--- src/rtl/mac_array_ctrl.sv ---
// rtl/mac_array_ctrl.sv - tile sequencer for the IC0 x OC0 weight-stationary MAC array
// Optional feature macro: MAC_ARRAY_CTRL_PERF_EN adds the stall_cnt output.
module mac_array_ctrl #(
  parameter int IC0   = 4,
  parameter int OC0   = 4,
  parameter int CNT_W = 16,
  parameter int LAT   = IC0 + OC0 - 1
) (
  input  logic               clk,
  input  logic               rst,
  input  logic               start,
  input  logic [CNT_W-1:0]   num_vec,
  output logic               busy,
  output logic               done,
  input  logic               weight_valid,
  output logic               weight_ready,
  input  logic               ifmap_valid,
  output logic               ifmap_ready,
  output logic               ofmap_valid,
  input  logic               ofmap_ready,
  output logic               en,
  output logic [IC0*OC0-1:0] en_weight
`ifdef MAC_ARRAY_CTRL_PERF_EN
  ,
  output logic [31:0]        stall_cnt
`endif
);

  localparam int EW    = IC0 * OC0;
  localparam int ROW_W = (IC0 > 1) ? $clog2(IC0) : 1;
  localparam logic [EW-1:0] ROW_MASK = EW'({OC0{1'b1}});

  typedef enum logic [2:0] {
    S_IDLE,
    S_LOAD_W,
    S_COMPUTE,
    S_DRAIN,
    S_DONE
  } state_t;

  state_t           state_q, state_d;
  logic [ROW_W-1:0] row_q, row_d;
  logic [CNT_W-1:0] issued_q, issued_d;
  logic [CNT_W-1:0] nv_q, nv_d;
  // One bit per array pipeline stage; the top bit marks a finished result.
  logic [LAT-1:0]   vld_q, vld_d;

  logic             stall;
  logic             vec_acc;
  logic [LAT-1:0]   vld_body;

  // State and counter registers; reset abandons any tile in flight.
  always_ff @(posedge clk) begin
    if (rst) begin
      state_q  <= S_IDLE;
      row_q    <= '0;
      issued_q <= '0;
      nv_q     <= '0;
      vld_q    <= '0;
    end else begin
      state_q  <= state_d;
      row_q    <= row_d;
      issued_q <= issued_d;
      nv_q     <= nv_d;
      vld_q    <= vld_d;
    end
  end

  // Next-state logic and array/handshake controls for the current state.
  always_comb begin
    state_d      = state_q;
    row_d        = row_q;
    issued_d     = issued_q;
    nv_d         = nv_q;
    vld_d        = vld_q;
    busy         = (state_q != S_IDLE);
    done         = 1'b0;
    weight_ready = 1'b0;
    ifmap_ready  = 1'b0;
    en           = 1'b0;
    en_weight    = '0;
    ofmap_valid  = vld_q[LAT-1];
    // A finished result the consumer has not taken freezes the whole array.
    stall        = ofmap_valid & ~ofmap_ready;
    vec_acc      = 1'b0;
    vld_body     = vld_q;
    vld_body[LAT-1] = 1'b0;

    case (state_q)
      S_IDLE: begin
        if (start) begin
          nv_d     = num_vec;
          row_d    = '0;
          issued_d = '0;
          vld_d    = '0;
          state_d  = (num_vec == '0) ? S_DONE : S_LOAD_W;
        end
      end
      S_LOAD_W: begin
        weight_ready = 1'b1;
        if (weight_valid) begin
          en        = 1'b1;
          en_weight = ROW_MASK << (int'(row_q) * OC0);
          if (row_q == ROW_W'(IC0 - 1)) begin
            issued_d = '0;
            state_d  = S_COMPUTE;
          end else begin
            row_d = row_q + ROW_W'(1);
          end
        end
      end
      S_COMPUTE: begin
        en          = ~stall;
        ifmap_ready = ~stall & (issued_q < nv_q);
        vec_acc     = ifmap_valid & ifmap_ready;
        // Bubbles enter as zero so ofmap_valid only marks real vectors.
        if (en) vld_d = (vld_q << 1) | LAT'(vec_acc);
        if (vec_acc) begin
          issued_d = issued_q + CNT_W'(1);
          if (issued_d == nv_q) state_d = S_DRAIN;
        end
      end
      S_DRAIN: begin
        en = ~stall;
        if (en) vld_d = vld_q << 1;
        if ((vld_body == '0) && (~ofmap_valid | ofmap_ready)) state_d = S_DONE;
      end
      S_DONE: begin
        done    = 1'b1;
        state_d = S_IDLE;
      end
      default: state_d = S_IDLE;
    endcase
  end

`ifdef MAC_ARRAY_CTRL_PERF_EN
  logic [31:0] stall_cnt_q;

  // Count array-phase cycles frozen by backpressure; saturates, cleared per tile.
  always_ff @(posedge clk) begin
    if (rst) begin
      stall_cnt_q <= '0;
    end else if (state_q == S_IDLE && start) begin
      stall_cnt_q <= '0;
    end else if ((state_q == S_COMPUTE || state_q == S_DRAIN) && !en &&
                 (stall_cnt_q != 32'hFFFF_FFFF)) begin
      stall_cnt_q <= stall_cnt_q + 32'd1;
    end
  end

  assign stall_cnt = stall_cnt_q;
`endif

endmodule

--- config.mk ---
export PLATFORM = sky130hd
export DESIGN_NAME = mac_array_ctrl
export DESIGN_NICKNAME = d
export VERILOG_FILES = /design/src/rtl/mac_array_ctrl.sv
export SDC_FILE = /design/constraint.sdc
export NUM_CORES = 1
export LEC_CHECK = 0
export BUFFER_PORTS_ARGS = -buffer_cell sky130_fd_sc_hd__buf_2
export CAP_MARGIN = 30
export CORE_AREA = 2 2 71 90
export DETAILED_ROUTE_END_ITERATION = 12
export DIE_AREA = 0 0 73 92
export PLACE_DENSITY = 0.75
export SYNTH_ARGS = -nofsm -noshare
export SYNTH_HDL_FRONTEND = slang
export SYNTH_SLANG_ARGS = --single-unit
--- constraint.sdc ---
create_clock -name clk -period 5.5 [get_ports clk]
set_input_delay 0.275 -clock clk [delete_from_list [all_inputs] [get_ports clk]]
set_output_delay 0.275 -clock clk [all_outputs]
set_load 0.02 [all_outputs]
==> flow_summary_export.csv <==
group,metric,value,unit
clocking,post_cts_buffers,0,
synth,synth_edf_count,0,
routing,dr.pass1.iters,4,
layout,design_area,3340,µm²
synth,synth_cells,422,
synth,avgSynthCellArea,7.43,µm²
power,p_clk_share,23.3,%
critical_path,cp.required,5730,ps
timing,max_freq,368,MHz
place,place.gp.congestion,0.948,
floorplanning,num_rows,32,
power,ir_drop,0.123,mV
layout,layout.nets,481,
global_route,grt.total_usage,22.9,%
clocking,cts_inserted_buffers,5,
floorplanning,dieWidth,73,µm
critical_path,path_max_fanout,13,
power,p_sw,0.342,mW
floorplanning,dieArea,6720,µm²
routing,via_count,3021,
layout,regArea,881,µm²
global_route,grt_start_max_net_pins,45,
synth,ys_seq_area_share,28.1,%
clocking,hold_buffers,0,
routing,wl_per_cell,14.4,µm
synth,synth_cell_type_count,61,
timing,slew_violations,0,
floorplanning,initial_core_util,52.5,%
layout,fillers,588,
clocking,cts_tree,"done",
routing,ant_nets,0,
clocking,htreeDepth,2,
power,powerDensity,265,nW/µm²
place,hpwl,5570,µm
routing,finalWirelength,7280,µm
clocking,clock_latency,300,ps
timing,post-route-period-util,49.4,%
timing,fin_skew,9.86,ps
floorplanning,core,5970,µm²
timing,tightest_slew,830,ps
power,swShare,38.6,%
clocking,cts.repair.resized,0,
timing,max_slew_margin,44.5,%
global_route,grt_overflow,0,
critical_path,cp-start-kind,"register",
global_route,grt_pass1_vias,2631,
power,intPower,0.544,mW
power,leakage,1.32,nW
synth,ys_async_sr_fraction,0,%
layout,layout_common_cells,"60 x nand2_1, 57 x a21oi_1, 44 x dfxtp_1",
critical_path,critPathKind,"reg2reg",
routing,drc,0,
layout,drive_gt1_share,15.3,%
routing,drtIter0Drc,165,
place,postPlaceCellArea,3230,µm²
layout,final_common_cell,"nand2_1",
layout,area_growth,6.55,%
clocking,clk_pin_slew,90,ps
synth,synth_warnings,0,
layout,num_antenna_cells,0,
outcome,status,"finished, final reports clean",
timing,setup_tns,0,ps
critical_path,cp.arrival,2950,ps
synth,yosys_most_used_dff,"dfxtp_1",
timing,timing_hold_violations_final,0,
power,pwr-share-seq,42.2,%
place,port_buffers,43,
routing,via_per_inst,5.96,
global_route,antenna_found_initial,0,
critical_path,end_kind,"register",
clocking,clockBufferDepth,2,
power,fin_total_pwr,0.886,mW
clocking,cts_root_buf,"clkbuf_8",
floorplanning,die_h,92,µm
timing,rsz0062_at_grt,"no",
timing,fin_crit,2720,ps
synth,ys_ff_latch,44,
layout,utilization,56.0,%
clocking,clkSinkCount,44,
worst_hold_path,hp-class,"in2reg",
power,combPwrFrac,34.5,%
layout,multi_input_area,1950,µm²
synth,syn_nets,465,
timing,setup_violations,0,
floorplanning,ios,44,
synth,synth_area,3130,µm²
flow_run,drv_cap,0,
global_route,grt_pass1_wl,12300,µm
final cells by class:
type	instances	area share (%)
Inverter	26	2.92
Clock buffer	5	2.06
Timing Repair Buffer	44	6.86
Multi-Input combinational cell	317	58.5
Clock inverter	3	0.712
Tap cell	68	2.55
Sequential cell	44	26.4
layer usage:
layer / track usage, % / vias up / share of wire (%) / routed length [µm]
met2: 38.5 / 97 / 49 / 3570
met5: 0 / - / 0 / 0
met4: 5.56 / 0 / 1.5 / 111
met3: 3.30 / 10 / 4.3 / 315
met1: 30.4 / 1397 / 45 / 3280
li1: - / 1517 / - / -
path summary, 6_finish.rpt:
check	start	cells after the start	slack [ps]	to
max reg2reg	issued_q[10]$_SDFFE_PP0P_	8	2780	issued_q[6]$_SDFFE_PP0P_
max	issued_q[10]$_SDFFE_PP0P_	8	2780	issued_q[6]$_SDFFE_PP0P_
min reg2reg	nv_q[9]$_SDFFE_PP0P_	2	460	nv_q[9]$_SDFFE_PP0P_
min	num_vec[2]	3	210	nv_q[2]$_SDFFE_PP0P_
cell usage after synthesis (2+ instances only):
cell type	n	area [µm²]
dfxtp_1	44	881
nand4_1	7	43.8
xnor2_1	10	87.6
inv_1	26	97.6
nand2_1	60	225
ha_1	21	263
nand4b_1	4	35.0
clkbuf_1	11	41.3
nand3_2	2	20.0
or4_1	5	37.5
a21oi_1	57	285
buf_2	7	35.0
a31oi_1	5	31.3
nand3_1	13	65.1
nand2b_1	3	18.8
nor4_1	9	56.3
o21ai_1	7	35.0
and2_1	3	18.8
nor2_1	30	113
nand3b_1	4	30.0
o21ai_0	17	85.1
nor2b_1	4	25.0
nor3_1	8	40.0
a221oi_1	3	26.3
and3_1	9	56.3
buf_4	14	105
xor2_1	5	43.8
flip-flops by register name, summed over array words and instances (netlist names):
signal and flops:
issued_q 16, nv_q 16, vld_q 7, state_q 3, row_q 2
power groups by stage:
stage | registers (mW) | logic, mW | clock network (mW)
6_report | 0.374 | 0.306 | 0.206
2_1_floorplan | 0.369 | 0.248 | 0
3_5_place_dp | 0.381 | 0.301 | 0
3_3_place_gp | 0.380 | 0.297 | 0
4_1_cts | 0.374 | 0.302 | 0.213
5_1_grt | 0.379 | 0.343 | 0.229
metrics by stage:
stage	hold slack (ps)	std cells	setup slack, ps
2_1_floorplan	411	422	3350
3_3_place_gp	449	498	2850
3_5_place_dp	448	498	2800
4_1_cts	209	506	2800
5_1_grt	205	507	2540
6_report	214	507	2780
cells by family (layout without fill, tap and decap cells):
group	count (synthesis)	in the layout	share of synthesized area, %
DFF	44	44	28.1
adders and majority gates	21	21	8.38
muxes	1	1	0.319
AOI/OAI and AO/OA	105	105	19.9
and+or+nand+nor	175	175	29.6
buffers and inverters	61	78	9.54
xor gates and xnor gates	15	15	4.19
worst max-delay path, stage by stage (launching register included):
cell	delay, ps
dfxtp_1	580
ha_1	320
nand2_1	70
nor3_1	70
nor4_4	260
nand4b_2	280
nor2_1	710
a41oi_1	210
nor3_1	160
(Power assumes the default switching activity.)
